<file path="src/rtl/usb_pkg.sv">
`default_nettype none
// +----------------------------------------------------------------------+
// | Module      : usb_pkg                                                |
// | Description : Shared types and CRC constants for the USB RX decoder. |
// | Revision    : 1.0                                                    |
// +----------------------------------------------------------------------+
package usb_pkg;

  // Packet identifiers carried in the low nibble of the PID byte
  typedef enum logic [3:0] {
    PID_OUT   = 4'b0001,
    PID_IN    = 4'b1001,
    PID_SETUP = 4'b1101,
    PID_DATA0 = 4'b0011,
    PID_DATA1 = 4'b1011,
    PID_ACK   = 4'b0010,
    PID_NAK   = 4'b1010,
    PID_STALL = 4'b1110
  } pid_t;

  typedef enum logic [1:0] {
    ERR_NONE = 2'd0,
    ERR_PID  = 2'd1,
    ERR_LEN  = 2'd2,
    ERR_CRC  = 2'd3
  } err_code_t;

  typedef enum logic [1:0] {
    IDLE = 2'd0,
    RECV = 2'd1,
    HOLD = 2'd2,
    DROP = 2'd3
  } rx_state_t;

  typedef enum logic [1:0] {
    PC_BAD   = 2'd0,
    PC_TOKEN = 2'd1,
    PC_DATA  = 2'd2,
    PC_HSK   = 2'd3
  } pid_class_t;

  // Serial CRCs shift data LSB first; the transmitted CRC is the inverted
  // remainder, so a good packet always leaves the fixed residue behind.
  localparam logic [4:0]  CRC5_POLY     = 5'b00101;
  localparam logic [4:0]  CRC5_INIT     = 5'b11111;
  localparam logic [4:0]  CRC5_RESIDUE  = 5'b01100;
  localparam logic [15:0] CRC16_POLY    = 16'h8005;
  localparam logic [15:0] CRC16_INIT    = 16'hFFFF;
  localparam logic [15:0] CRC16_RESIDUE = 16'h800D;

  // Map a PID nibble to the packet family that fixes its payload layout
  function automatic pid_class_t pid_class(input logic [3:0] p);
    case (p)
      PID_OUT, PID_IN, PID_SETUP:   pid_class = PC_TOKEN;
      PID_DATA0, PID_DATA1:         pid_class = PC_DATA;
      PID_ACK, PID_NAK, PID_STALL:  pid_class = PC_HSK;
      default:                      pid_class = PC_BAD;
    endcase
  endfunction

endpackage
`default_nettype wire

</file>
<file path="src/rtl/usb_rx_decoder_if.sv">
`default_nettype none
// +----------------------------------------------------------------------+
// | Module      : usb_rx_decoder_if                                      |
// | Description : Serial bit input and decoded-packet result bundle.     |
// | Revision    : 1.0                                                    |
// +----------------------------------------------------------------------+
interface usb_rx_decoder_if #(
  parameter int MAX_BYTES = 8
);
  localparam int LEN_W = $clog2(MAX_BYTES + 1);

  logic                   inb;
  logic                   recving;
  logic                   pause;
  logic                   got_data;
  logic                   pkt_valid;
  logic                   err;
  logic [1:0]             err_code;
  logic [3:0]             pid;
  logic [6:0]             addr;
  logic [3:0]             endp;
  logic [8*MAX_BYTES-1:0] data;
  logic [LEN_W-1:0]       data_len;
  logic                   overrun;

  // Line side / consumer: supplies bits and acknowledges results
  modport master (
    output inb, recving, pause, got_data,
    input  pkt_valid, err, err_code, pid, addr, endp, data, data_len, overrun
  );

  // Decoder side
  modport slave (
    input  inb, recving, pause, got_data,
    output pkt_valid, err, err_code, pid, addr, endp, data, data_len, overrun
  );
endinterface
`default_nettype wire

</file>
<file path="src/rtl/usb_crc_serial.sv">
`default_nettype none
// +----------------------------------------------------------------------+
// | Module      : usb_crc_serial                                         |
// | Description : Bit-serial CRC register, one data bit per enabled clk. |
// | Revision    : 1.0                                                    |
// +----------------------------------------------------------------------+
module usb_crc_serial #(
  parameter int               WIDTH = 5,
  parameter logic [WIDTH-1:0] POLY  = '0,
  parameter logic [WIDTH-1:0] INIT  = '1
) (
  input  logic             clk,
  input  logic             rst,
  input  logic             clr_i,
  input  logic             en_i,
  input  logic             bit_i,
  output logic [WIDTH-1:0] crc_o
);

  logic [WIDTH-1:0] crc_q;
  logic             w_fb;

  assign w_fb  = bit_i ^ crc_q[WIDTH-1];
  assign crc_o = crc_q;

  // Galois LFSR update; clear has priority so a new packet starts from INIT
  always_ff @(posedge clk or posedge rst) begin
    if (rst) begin
      crc_q <= INIT;
    end else if (clr_i) begin
      crc_q <= INIT;
    end else if (en_i) begin
      crc_q <= {crc_q[WIDTH-2:0], 1'b0} ^ (w_fb ? POLY : '0);
    end
  end

endmodule
`default_nettype wire

</file>
<file path="src/rtl/usb_rx_decoder.sv">
`default_nettype none
// +----------------------------------------------------------------------+
// | Module      : usb_rx_decoder                                         |
// | Description : Decodes a de-stuffed USB packet bitstream into PID,    |
// |               token fields or payload, with PID/length/CRC checks.   |
// | Revision    : 1.0                                                    |
// +----------------------------------------------------------------------+
module usb_rx_decoder
  import usb_pkg::*;
#(
  parameter int MAX_BYTES = 8
) (
  input  logic            clk,
  input  logic            rst,
  usb_rx_decoder_if.slave bus
);

  localparam int DW      = 8 * MAX_BYTES;
  // Stored post-PID bits: the payload, or at least the 11 token field bits
  localparam int BUFW    = (DW > 11) ? DW : 11;
  localparam int BIW     = $clog2(BUFW);
  // Longest post-PID run still tracked exactly; beyond it the count saturates
  localparam int LMAX    = DW + 24;
  localparam int CNT_MAX = 8 + LMAX + 1;
  localparam int CW      = $clog2(CNT_MAX + 1);
  localparam int LW      = $clog2(MAX_BYTES + 1);

  rx_state_t       state_q, state_d;
  logic [CW-1:0]   cnt_q, cnt_d;
  logic [7:0]      pidsr_q, pidsr_d;
  logic [BUFW-1:0] buf_q, buf_d;
  logic            recv_prev_q;

  logic            pkt_valid_q;
  logic            err_q;
  err_code_t       err_code_q;
  logic [3:0]      pid_q;
  logic [6:0]      addr_q;
  logic [3:0]      endp_q;
  logic [DW-1:0]   data_q;
  logic [LW-1:0]   data_len_q;
  logic            overrun_q;

  logic            w_accept;
  logic            w_load;
  logic            w_clear;
  logic [CW-1:0]   w_post_len;
  logic [CW-1:0]   w_nb_full;
  pid_class_t      w_class;
  err_code_t       w_err_code;
  logic [DW-1:0]   w_data;
  logic [4:0]      w_crc5;
  logic [15:0]     w_crc16;
  logic            w_crc_en;
  logic            w_crc_clr;

  assign w_accept   = bus.recving && !bus.pause;
  assign w_post_len = (cnt_q >= CW'(8)) ? (cnt_q - CW'(8)) : '0;
  assign w_nb_full  = (w_post_len - CW'(16)) >> 3;
  assign w_class    = pid_class(pidsr_q[3:0]);

  // CRCs see only post-PID bits and restart whenever the FSM sits in IDLE
  assign w_crc_clr  = (state_q == IDLE);
  assign w_crc_en   = (state_q == RECV) && w_accept && (cnt_q >= CW'(8));

  usb_crc_serial #(
    .WIDTH (5),
    .POLY  (CRC5_POLY),
    .INIT  (CRC5_INIT)
  ) u_crc5 (
    .clk   (clk),
    .rst   (rst),
    .clr_i (w_crc_clr),
    .en_i  (w_crc_en),
    .bit_i (bus.inb),
    .crc_o (w_crc5)
  );

  usb_crc_serial #(
    .WIDTH (16),
    .POLY  (CRC16_POLY),
    .INIT  (CRC16_INIT)
  ) u_crc16 (
    .clk   (clk),
    .rst   (rst),
    .clr_i (w_crc_clr),
    .en_i  (w_crc_en),
    .bit_i (bus.inb),
    .crc_o (w_crc16)
  );

  // FSM state register together with the bit counter and shift storage
  always_ff @(posedge clk or posedge rst) begin
    if (rst) begin
      state_q <= IDLE;
      cnt_q   <= '0;
      pidsr_q <= '0;
      buf_q   <= '0;
    end else begin
      state_q <= state_d;
      cnt_q   <= cnt_d;
      pidsr_q <= pidsr_d;
      buf_q   <= buf_d;
    end
  end

  // Next state and bit capture; bits past the storage window are only counted
  always_comb begin
    state_d = state_q;
    cnt_d   = cnt_q;
    pidsr_d = pidsr_q;
    buf_d   = buf_q;
    w_load  = 1'b0;
    w_clear = 1'b0;
    case (state_q)
      IDLE: begin
        cnt_d = '0;
        if (w_accept) begin
          state_d    = RECV;
          cnt_d      = CW'(1);
          pidsr_d[0] = bus.inb;
        end
      end
      RECV: begin
        if (!bus.recving) begin
          state_d = HOLD;
          w_load  = 1'b1;
        end else if (w_accept) begin
          if (cnt_q < CW'(8)) begin
            pidsr_d[cnt_q[2:0]] = bus.inb;
          end else if (w_post_len < CW'(BUFW)) begin
            buf_d[w_post_len[BIW-1:0]] = bus.inb;
          end
          if (cnt_q < CW'(CNT_MAX)) begin
            cnt_d = cnt_q + CW'(1);
          end
        end
      end
      HOLD: begin
        if (bus.got_data) begin
          w_clear = 1'b1;
          state_d = bus.recving ? DROP : IDLE;
        end
      end
      DROP: begin
        if (!bus.recving) begin
          state_d = IDLE;
        end
      end
      default: state_d = IDLE;
    endcase
  end

  // Packet verdict with PID > LEN > CRC priority
  always_comb begin
    w_err_code = ERR_NONE;
    if (cnt_q < CW'(8)) begin
      w_err_code = ERR_LEN;
    end else if ((pidsr_q[7:4] != ~pidsr_q[3:0]) || (w_class == PC_BAD)) begin
      w_err_code = ERR_PID;
    end else begin
      case (w_class)
        PC_TOKEN: begin
          if (w_post_len != CW'(16))           w_err_code = ERR_LEN;
          else if (w_crc5 != CRC5_RESIDUE)     w_err_code = ERR_CRC;
        end
        PC_DATA: begin
          if ((w_post_len < CW'(16)) || (w_post_len[2:0] != 3'd0) ||
              (w_post_len > CW'(DW + 16)))     w_err_code = ERR_LEN;
          else if (w_crc16 != CRC16_RESIDUE)   w_err_code = ERR_CRC;
        end
        PC_HSK: begin
          if (w_post_len != '0)                w_err_code = ERR_LEN;
        end
        default: w_err_code = ERR_PID;
      endcase
    end
  end

  // Payload bytes at or above the received count read as zero
  always_comb begin
    w_data = '0;
    for (int k = 0; k < MAX_BYTES; k++) begin
      if (CW'(k) < w_nb_full) begin
        w_data[8*k +: 8] = buf_q[8*k +: 8];
      end
    end
  end

  // Result registers: captured on entry to HOLD, cleared after acknowledge
  always_ff @(posedge clk or posedge rst) begin
    if (rst) begin
      pkt_valid_q <= 1'b0;
      err_q       <= 1'b0;
      err_code_q  <= ERR_NONE;
      pid_q       <= '0;
      addr_q      <= '0;
      endp_q      <= '0;
      data_q      <= '0;
      data_len_q  <= '0;
    end else if (w_load) begin
      pkt_valid_q <= (w_err_code == ERR_NONE);
      err_q       <= (w_err_code != ERR_NONE);
      err_code_q  <= w_err_code;
      pid_q       <= (w_err_code == ERR_NONE) ? pidsr_q[3:0] : 4'h0;
      if ((w_err_code == ERR_NONE) && (w_class == PC_TOKEN)) begin
        addr_q <= buf_q[6:0];
        endp_q <= buf_q[10:7];
      end else begin
        addr_q <= '0;
        endp_q <= '0;
      end
      if ((w_err_code == ERR_NONE) && (w_class == PC_DATA)) begin
        data_q     <= w_data;
        data_len_q <= w_nb_full[LW-1:0];
      end else begin
        data_q     <= '0;
        data_len_q <= '0;
      end
    end else if (w_clear) begin
      pkt_valid_q <= 1'b0;
      err_q       <= 1'b0;
      err_code_q  <= ERR_NONE;
      pid_q       <= '0;
      addr_q      <= '0;
      endp_q      <= '0;
      data_q      <= '0;
      data_len_q  <= '0;
    end
  end

  // One-cycle overrun flag on the rising edge of recving while a result waits
  always_ff @(posedge clk or posedge rst) begin
    if (rst) begin
      recv_prev_q <= 1'b0;
      overrun_q   <= 1'b0;
    end else begin
      recv_prev_q <= bus.recving;
      overrun_q   <= (state_q == HOLD) && bus.recving && !recv_prev_q;
    end
  end

  assign bus.pkt_valid = pkt_valid_q;
  assign bus.err       = err_q;
  assign bus.err_code  = err_code_q;
  assign bus.pid       = pid_q;
  assign bus.addr      = addr_q;
  assign bus.endp      = endp_q;
  assign bus.data      = data_q;
  assign bus.data_len  = data_len_q;
  assign bus.overrun   = overrun_q;

endmodule
`default_nettype wire

</file>
<file path="src/flat_wrapper.sv">
// flat-port wrapper written by rule: the top's interface ports become plain ports
module usb_rx_decoder_flat import usb_pkg::*;
#(
  parameter int MAX_BYTES = 8
)
  (clk, rst, bus_inb, bus_recving, bus_pause, bus_got_data, bus_pkt_valid, bus_err, bus_err_code, bus_pid, bus_addr, bus_endp, bus_data, bus_data_len, bus_overrun);
  usb_rx_decoder_if #(.MAX_BYTES(MAX_BYTES)) bus_i ();
  input  logic clk;
  input  logic rst;
  input wire logic [$bits(bus_i.inb)-1:0] bus_inb;
  input wire logic [$bits(bus_i.recving)-1:0] bus_recving;
  input wire logic [$bits(bus_i.pause)-1:0] bus_pause;
  input wire logic [$bits(bus_i.got_data)-1:0] bus_got_data;
  output wire logic [$bits(bus_i.pkt_valid)-1:0] bus_pkt_valid;
  output wire logic [$bits(bus_i.err)-1:0] bus_err;
  output wire logic [$bits(bus_i.err_code)-1:0] bus_err_code;
  output wire logic [$bits(bus_i.pid)-1:0] bus_pid;
  output wire logic [$bits(bus_i.addr)-1:0] bus_addr;
  output wire logic [$bits(bus_i.endp)-1:0] bus_endp;
  output wire logic [$bits(bus_i.data)-1:0] bus_data;
  output wire logic [$bits(bus_i.data_len)-1:0] bus_data_len;
  output wire logic [$bits(bus_i.overrun)-1:0] bus_overrun;
  assign bus_i.inb = bus_inb;
  assign bus_i.recving = bus_recving;
  assign bus_i.pause = bus_pause;
  assign bus_i.got_data = bus_got_data;
  assign bus_pkt_valid = bus_i.pkt_valid;
  assign bus_err = bus_i.err;
  assign bus_err_code = bus_i.err_code;
  assign bus_pid = bus_i.pid;
  assign bus_addr = bus_i.addr;
  assign bus_endp = bus_i.endp;
  assign bus_data = bus_i.data;
  assign bus_data_len = bus_i.data_len;
  assign bus_overrun = bus_i.overrun;
  usb_rx_decoder #(.MAX_BYTES(MAX_BYTES)) u_core (.clk(clk), .rst(rst), .bus(bus_i));
endmodule
</file>
<file path="config.mk">
export PLATFORM = sky130hd
export DESIGN_NAME = usb_rx_decoder_flat
export DESIGN_NICKNAME = d
export VERILOG_FILES = /design/src/rtl/usb_pkg.sv /design/src/rtl/usb_rx_decoder_if.sv /design/src/rtl/usb_crc_serial.sv /design/src/rtl/usb_rx_decoder.sv /design/src/flat_wrapper.sv
export SDC_FILE = /design/constraint.sdc
export NUM_CORES = 1
export LEC_CHECK = 0
export ABC_CLOCK_PERIOD_IN_PS = 11240
export CORE_UTILIZATION = 50
export DETAILED_ROUTE_END_ITERATION = 7
export HOLD_SLACK_MARGIN = 0.15
export PLACE_DENSITY = 0.81
export SLEW_MARGIN = 20
export SYNTH_ARGS = -nofsm -noshare
export SYNTH_HDL_FRONTEND = slang
export SYNTH_SLANG_ARGS = --single-unit
</file>
<file path="constraint.sdc">
create_clock -name clk -period 11.24 [get_ports clk]
set_input_delay 1.686 -clock clk [delete_from_list [all_inputs] [get_ports clk]]
set_output_delay 1.686 -clock clk [all_outputs]
set_load 0.1 [all_outputs]
</file>
Word level (Yosys, flattened, before mapping). Memory sizes are Yosys's and may differ from the RTL's. Index checks and enable logic that the tools add are counted.

Output and inout bits: 88. Register bits: 191. Memories kept: 1. Input bits: 6. Word-level logic and storage cells: 158. Memory bits (read-only): 32.

Magnitude comparators: 18. Equal/unequal tests: 18. Reductions and logical operators: 28. Muxes and demuxes: 67. Bitwise gates (word level): 6. $add $sub $neg: 3.

Memories: (name not given) (depth 16, width 2, rd ports 1, clocked after memory_dff 0, wr ports 0, line usb_pkg.sv:53) `case (p)`.

Operator list (count): 64-bit 2-to-1 mux (3); 64-bit bitwise mux (1); 8-bit 2-to-1 mux (8); 7-bit 2-to-1 mux (7); 16-bit 2-to-1 mux (3); 2-bit 2-to-1 mux (14); 4-bit 2-to-1 mux (7); 3-bit by 4-bit < comparator with 1-bit output, first input constant (4); 16-bit != test, second input constant (1); 16-bit bitwise XOR (1); 7-bit < comparator, second input constant (2); 1-bit 2-to-1 mux (14); 7-bit case mux with 2 select lines (1); 2-bit != test, second input constant (6); 4-bit AND reduction (3); 5-bit 2-to-1 mux (2); 5-bit AND reduction (2); 1-bit logical AND (9); 8-bit bitwise mux (1); 2-bit == test, second input constant (4); 1-bit by 4-bit < comparator with 1-bit output, first input constant (2); 2-bit by 4-bit < comparator with 1-bit output, first input constant (2); 2-bit case mux with 4 select lines (1); 2-bit nonzero test (4); 30 further kinds (38).

Longest topological paths before layout.
Depth in word-level cells: 13. Gate-level depth with buffers: 14. Mapped depth without buffers: 12.

Cells and area by module. A second synthesis with hierarchy kept.

Cells, all modules: 841. Area total of the unflattened synthesis: 9053.7 sq um.

By module, submodules not included: usb_rx_decoder (instances 1, area each 8094.0 sq um, seq. area each 4254.1 sq um, cells an instance 764); usb_crc_serial at u_core.u_crc16 (instances 1, area each 709.4 sq um, seq. area each 420.4 sq um, cells an instance 58); usb_crc_serial at u_core.u_crc5 (instances 1, area each 250.2 sq um, seq. area each 131.4 sq um, cells an instance 19).

Worst setup path before layout. Ideal clock, no wire load.

Path kind: reg-to-reg. Start point: register u_core.cnt_q[3]. End point: register u_core.addr_q[0] (netlist: u_core.bus.addr[0]). Path buffers: 2. Required time: 11.118 ns. Period minus slack after synthesis: 3.496 ns. Library setup time: 0.122 ns. Cell stages (with the launch flop): 14. Setup slack: 7.744 ns. Data arrival time: 3.374 ns. Path through: dfrtp_1 clkbuf_1 inv_1 ha_1 nor3b_2 a21oi_1 inv_1 ha_1 and3b_1 a221oi_1 a2bb2oi_4 and4bb_2 buf_4 a22o_1.

Word-level cells in the longest chain between the ends: 13. Elaborated cells between the ends (all ways): 21. Classes of those cells: add/sub (1); order compare (4); eq/ne (1); mux (9); reduce/logical (6).

RTL lines: start, declared (line usb_rx_decoder.sv:29) `logic [CW-1:0] cnt_q, cnt_d;`; start signal, assigned (line usb_rx_decoder.sv:101) `cnt_q <= cnt_d;`; 7-bit by 4-bit subtractor with 7-bit output or 7-bit by 4-bit >= comparator with 1-bit output (tied branches) (line usb_rx_decoder.sv:58) `assign w_post_len = (cnt_q >= CW'(8)) ? (cnt_q - CW'(8)) : '0;`; 7-bit 2-to-1 mux (line usb_rx_decoder.sv:58); 7-bit by 5-bit < comparator with 1-bit output or 3-bit nonzero test (tied branches) (line usb_rx_decoder.sv:168) `if ((w_post_len < CW'(16)) || (w_post_len[2:0] != 3'd0) ||`; 1-bit logical OR (2 in a row) (line usb_rx_decoder.sv:168); 2-bit 2-to-1 mux (line usb_rx_decoder.sv:168); 2-bit case mux with 3 select lines (line usb_rx_decoder.sv:162) `case (w_class)`; 2-bit 2-to-1 mux (line usb_rx_decoder.sv:159) `end else if ((pidsr_q[7:4] != ~pidsr_q[3:0]) || (w_class == PC_BAD)) begin`; 2-bit 2-to-1 mux (*) (line usb_rx_decoder.sv:157) `if (cnt_q < CW'(8)) begin`; 2-bit zero test (*) (line usb_rx_decoder.sv:206) `if ((w_err_code == ERR_NONE) && (w_class == PC_TOKEN)) begin`; 1-bit logical AND (*) (line usb_rx_decoder.sv:206); 7-bit 2-to-1 mux (*) (line usb_rx_decoder.sv:206); 7-bit 2-to-1 mux (*) (line usb_rx_decoder.sv:201) `end else if (w_load) begin`; end signal, assigned (line usb_rx_decoder.sv:207) `addr_q <= buf_q[6:0];`; end, declared (line usb_rx_decoder.sv:38) `logic [6:0] addr_q;`.

Mark *: on every way between the ends. The rest lies on a longest branch, timed or not. A chain may end at the register's enable or synchronous reset.

Worst setup path in the final report.
Start point: register u_core.cnt_q[3]. End point: register u_core.data_len_q[0] (netlist: u_core.bus.data_len[0]).

Word-level cells in the longest chain between the ends: 13. Elaborated cells between the ends (all ways): 22. Classes of those cells: add/sub (2); order compare (4); eq/ne (1); mux (9); reduce/logical (6).

RTL lines: 7-bit by 4-bit subtractor with 7-bit output or 7-bit by 4-bit >= comparator with 1-bit output (tied branches) (line usb_rx_decoder.sv:58); 7-bit 2-to-1 mux (line usb_rx_decoder.sv:58); 7-bit by 5-bit < comparator with 1-bit output or 3-bit nonzero test (tied branches) (line usb_rx_decoder.sv:168); 1-bit logical OR (2 in a row) (line usb_rx_decoder.sv:168); 2-bit 2-to-1 mux (line usb_rx_decoder.sv:168); 2-bit case mux with 3 select lines (line usb_rx_decoder.sv:162); 2-bit 2-to-1 mux (line usb_rx_decoder.sv:159); 2-bit 2-to-1 mux (line usb_rx_decoder.sv:157); 2-bit zero test (line usb_rx_decoder.sv:213) `if ((w_err_code == ERR_NONE) && (w_class == PC_DATA)) begin`; 1-bit logical AND (line usb_rx_decoder.sv:213); 4-bit 2-to-1 mux (*) (line usb_rx_decoder.sv:213); 4-bit 2-to-1 mux (*) (line usb_rx_decoder.sv:201); end signal, assigned (line usb_rx_decoder.sv:215) `data_len_q <= w_nb_full[LW-1:0];`; end, declared (line usb_rx_decoder.sv:41) `logic [LW-1:0] data_len_q;`.

Marks and branches as above.

==> impl_results.html <==
<table>
<tr><th>Metric</th><th>Value</th></tr>
<tr><th colspan="2">Timing</th></tr>
<tr><td>Worst hold-check slack</td><td>0.397 ns</td></tr>
<tr><td>Setup TNS Final</td><td>0 ns</td></tr>
<tr><td>Least-Margin Pin Slew</td><td>0.991 ns</td></tr>
<tr><td>Number of failing setup endpoints in the final timing report</td><td>0</td></tr>
<tr><td>Setup skew after layout</td><td>0.0178 ns</td></tr>
<tr><td>Fin. Hold Viols</td><td>0</td></tr>
<tr><td>Final period demand of the worst path</td><td>around 4.6 ns</td></tr>
<tr><td>Headroom to the max-slew limit</td><td>around 34%</td></tr>
<tr><td>Unrepaired setup endpoints after global routing</td><td>no</td></tr>
<tr><td>Top achievable clock speed</td><td>~220 MHz</td></tr>
<tr><td>Pins Over Slew Limit</td><td>0</td></tr>
<tr><td>Fin crit share</td><td>40.7%</td></tr>
<tr><th colspan="2">Critical path</th></tr>
<tr><td>Worst Setup Start Kind</td><td>register</td></tr>
<tr><td>Endpoint required time on the critical path</td><td>between 10 and 15 ns</td></tr>
<tr><td>Data arrival time of the critical path</td><td>between 4 and 5 ns</td></tr>
<tr><td>Type of the worst setup path</td><td>register to register</td></tr>
<tr><td>Kind of end point of the critical path</td><td>register</td></tr>
<tr><td>Slowest stage delay, CP</td><td>about 0.77 ns</td></tr>
<tr><td>CP max-delay cell</td><td>nand4_4</td></tr>
<tr><td>Register-to-Register Setup Slack</td><td>around 6.7 ns</td></tr>
<tr><td>Maximum fanout along the worst path</td><td>60</td></tr>
<tr><td>Ordered list of cells on the worst path</td><td>inv_1 &gt; ha_1 &gt; nor3b_2 &gt; a21oi_1 &gt; inv_1 &gt; ha_1 &gt; and3b_1 &gt; a221oi_1 &gt; a2bb2oi_4 &gt; nand4_4 &gt; o31ai_4</td></tr>
<tr><th colspan="2">Cells and area</th></tr>
<tr><td>Number of fill cells in the layout</td><td>around 1,400</td></tr>
<tr><td>Area Growth Syn to Fin</td><td>18.2%</td></tr>
<tr><td>Filler-free cell count of the finished design</td><td>between 1,000 and 1,500</td></tr>
<tr><td>Sequential standard cell area</td><td>about 0.0048 mm^2</td></tr>
<tr><td>Antenna cell count</td><td>0</td></tr>
<tr><td>Share of cells above drive strength 1</td><td>~15%</td></tr>
<tr><td>Area of combinational cells with multiple inputs</td><td>0.00366 mm^2</td></tr>
<tr><td>Layout net count</td><td>approximately 950</td></tr>
<tr><td>Commonest cells after routing, fill and taps aside</td><td>170 x dfrtp_1, 163 x nand2_1, 92 x clkdlybuf4s50_1</td></tr>
<tr><td>Commonest non-fill, non-tap cell in the layout</td><td>dfrtp_1</td></tr>
<tr><td>Design area</td><td>between 0.01 and 0.015 mm^2</td></tr>
<tr><th colspan="2">Power</th></tr>
<tr><td>Worst vdd ir</td><td>around 0.11 mV</td></tr>
<tr><td>Leakage</td><td>4.46 nW</td></tr>
<tr><td>Power density over the cells</td><td>between 100 and 150 mW/mm^2</td></tr>
<tr><th colspan="2">Drt</th></tr>
<tr><td>Detailed Route WL</td><td>20,500 um</td></tr>
<tr><td>DR top layer</td><td>met4</td></tr>
<tr><td>Number of remaining DRC errors</td><td>0</td></tr>
<tr><td>Via total after detailed routing</td><td>approximately 6,700</td></tr>
<tr><td>First drt pass iteration count</td><td>5</td></tr>
<tr><td>Via density per instance</td><td>5.73</td></tr>
<tr><td>Routed WL per cell</td><td>roughly 18 um</td></tr>
<tr><td>Routed wire length on met3</td><td>1120 um</td></tr>
<tr><td>First DRT Iteration DRCs</td><td>678</td></tr>
<tr><td>Antenna-violating nets left</td><td>0</td></tr>
<tr><td>Met2 routed WL</td><td>just under 10,000 um</td></tr>
<tr><td>Met1 wire length</td><td>9350 um</td></tr>
<tr><th colspan="2">Floorplanning</th></tr>
<tr><td>Number of placed I/O pins</td><td>94</td></tr>
<tr><td>Initial standard-cell utilization of the core</td><td>52.0%</td></tr>
<tr><td>Die X-Extent</td><td>roughly 130 um</td></tr>
<tr><td>DIE AREA</td><td>0.0180 mm^2</td></tr>
<tr><td>Total core area</td><td>roughly 0.017 mm^2</td></tr>
<tr><td>Height of the die</td><td>~130 um</td></tr>
<tr><td>Standard-cell row count</td><td>47</td></tr>
<tr><th colspan="2">Synthesis</th></tr>
<tr><td>Xor/xnor cell area share of the yosys netlist</td><td>under 10%</td></tr>
<tr><td>Biggest area contributors in the synthesized netlist</td><td>dfrtp_1 49%, mux2_2 9.0%, nand2_1 7.0%</td></tr>
<tr><td>Compound-gate portion of the synthesized area</td><td>11.1%</td></tr>
<tr><td>Yosys synthesis warning count</td><td>0</td></tr>
<tr><td>Number of nets in the synthesized netlist</td><td>a little under 900</td></tr>
<tr><td>Top cell type's share of synthesized area</td><td>~50%</td></tr>
<tr><td>Async set or reset register ratio after synthesis</td><td>100%</td></tr>
<tr><td>Syn_area_per_cell</td><td>roughly 10 um^2</td></tr>
<tr><td>Simple-gate share of the synthesized area</td><td>18.0%</td></tr>
<tr><td>Dominant synthesized flop cell</td><td>dfrtp_1</td></tr>
<tr><td>Number of distinct standard cells referenced by the synthesized netlist</td><td>70</td></tr>
<tr><td>Count of flip-flops with a built-in enable after synthesis</td><td>0</td></tr>
<tr><td>Adder-cell area share of the yosys netlist</td><td>approximately 1.7%</td></tr>
<tr><td>FF+latch count, synth</td><td>191</td></tr>
<tr><td>Cell taking the most area after synthesis</td><td>dfrtp_1</td></tr>
<tr><td>Summed instance area of the synthesized netlist</td><td>~0.0087 mm^2</td></tr>
<tr><td>Combinational family with the most area after synthesis</td><td>simple AND/OR/NAND/NOR gates</td></tr>
<tr><td>Post-synthesis mux area share</td><td>under 10%</td></tr>
<tr><td>Sequential-to-total area share from yosys stat</td><td>54.9%</td></tr>
<tr><td>Number of cells produced by synthesis</td><td>856</td></tr>
<tr><th colspan="2">Clock tree</th></tr>
<tr><td>Sinks on Clock Net</td><td>about 190</td></tr>
<tr><td>Maximum root-to-sink buffer count</td><td>2</td></tr>
<tr><td>Setup fix buffers added after clock tree synthesis</td><td>0</td></tr>
<tr><td>Clock-pin slew on the worst setup and hold paths</td><td>roughly 0.070 ns</td></tr>
<tr><td>CTS tree</td><td>built</td></tr>
<tr><td>Post-cts resize count</td><td>0</td></tr>
<tr><td>Worst-skew pair later-pin latency</td><td>0.45 ns</td></tr>
<tr><td>Cell at the root of the clock tree</td><td>clkbuf_16</td></tr>
<tr><td>CTS Buf Count</td><td>17</td></tr>
<tr><td>Hold buffer count at CTS</td><td>0</td></tr>
<tr><td>H-Tree Level Count</td><td>4</td></tr>
<tr><th colspan="2">Placement</th></tr>
<tr><td>Total placed cells including tap cells</td><td>1,130</td></tr>
<tr><td>Placed wire-length estimate after detailed placement</td><td>approximately 13,000 um</td></tr>
<tr><td>Area of placed instances</td><td>between 0.009 and 0.01 mm^2</td></tr>
<tr><td>IO buf count</td><td>between 90 and 100</td></tr>
<tr><td>Weighted congestion at the end of routability-driven global placement</td><td>a little under 0.9</td></tr>
<tr><th colspan="2">GRT</th></tr>
<tr><td>Wire length of the first global-routing pass</td><td>33,300 um</td></tr>
<tr><td>GRT overflow</td><td>0</td></tr>
<tr><td>GRT Overall Usage</td><td>between 20% and 30%</td></tr>
<tr><td>Maximum number of pins on one net before global-route repair</td><td>~110</td></tr>
<tr><td>Initial antenna violation count</td><td>0</td></tr>
<tr><td>Number of global-route vias before repair</td><td>between 6,000 and 7,000</td></tr>
<tr><th colspan="2">Worst hold path</th></tr>
<tr><td>Worst hold path type</td><td>register to register</td></tr>
<tr><th colspan="2">Status</th></tr>
<tr><td>Result of the run</td><td>complete, no violations</td></tr>
<tr><th colspan="2">Run</th></tr>
<tr><td>Total of max-cap violations</td><td>0</td></tr>
</table>
-- through the flow --
stage / power [W] / util [%] / worst slack, ns
after floorplan: 0.000846 / - / 4.39
after global placement: 0.000884 / 58.2 / 6.61
after detailed placement: 0.000887 / 58.2 / 6.47
after CTS: 0.00145 / 61.5 / 6.75
after global routing: 0.00149 / 61.5 / 6.38
final: 0.00144 / 61.5 / 6.66
-- cell families after synthesis --
logic type                 after synthesis
AOI/OAI and AO/OA                      156
xor gates and xnor gates                14
adders and majority gates               12
buffers and inverters                   66
DFF                                    191
muxes                                   72
and+or+nand+nor                        345
-- worst paths after layout --
| kind | startpoint | endpoint | depth (start not counted) |
|---|---|---|---|
| worst min register to register | u_core.recv_prev_q | u_core.bus.overrun | 1 |
| worst min-delay path | u_core.recv_prev_q | u_core.bus.overrun | 1 |
| max in group asynchronous | rst | u_core.bus.data[1] | 3 |
| worst max register to register | u_core.cnt_q[3] | u_core.bus.data_len[0] | 11 |
| min in group asynchronous | rst | u_core.bus.err_code[0] | 2 |
| worst max-delay path | u_core.cnt_q[3] | u_core.bus.data_len[0] | 11 |
-- state kept, by name (all words and copies together) (netlist names), 2 cells and up --
register,count
u_core.bus.endp,4
u_core.u_crc5.crc_o,5
u_core.bus.data,64
u_core.bus.data_len,4
u_core.state_q,2
u_core.bus.err_code,2
u_core.pidsr_q,8
u_core.bus.addr,7
u_core.u_crc16.crc_o,16
u_core.cnt_q,7
u_core.buf_q,64
u_core.bus.pid,4
-- worst max-delay path, delay by kind of cell, from the launching register on --
kind,cells,cell delay (ns)
AND/OR/NAND/NOR,3,1.60
adder cells (fa/ha/maj),2,0.57
AO/OA/AOI/OAI,4,1.23
buffers and inverters,2,0.50
flip-flops,1,0.56
-- power by group --
group	internal, W	switching (W)	leakage [nW]
Clock	0.000293	0.000270	0.264
Sequential	0.000697	0.0000184	2.58
Combinational	0.0000417	0.000119	1.62
Total	0.00103	0.000407	4.46
-- cells in the mapped netlist, drive strengths merged (7+ instances only) --
cell    number
dfrtp      170
nand2      163
o21ai       99
nor2        91
mux2        72
nand3       36
clkbuf      35
inv         22
dfstp       21
a21oi       12
ha          12
a22o        11
buf          9
nand2b       9
nand4        9
o31ai        9
nor3         7
xor2         7
-- cell type report --
cell class                 instances  area share (%)
clock buffer                      19            4.28
multi-input combinational        599            35.4
sequential                       191            46.5
tap                              220            2.66
timing repair buffer              98            9.35
clock inverter                    13            1.00
inverter                          22           0.847
-- per-layer routing --
| layer | up-vias | global-route usage [%] |
|---|---|---|
| met5 | - | 0 |
| met4 | 0 | 7.74 |
| met3 | 28 | 4.23 |
| met2 | 228 | 37.2 |
| met1 | 3323 | 34.4 |
| li1 | 3085 | - |
No activity file was read; power rests on OpenSTA's default activity.
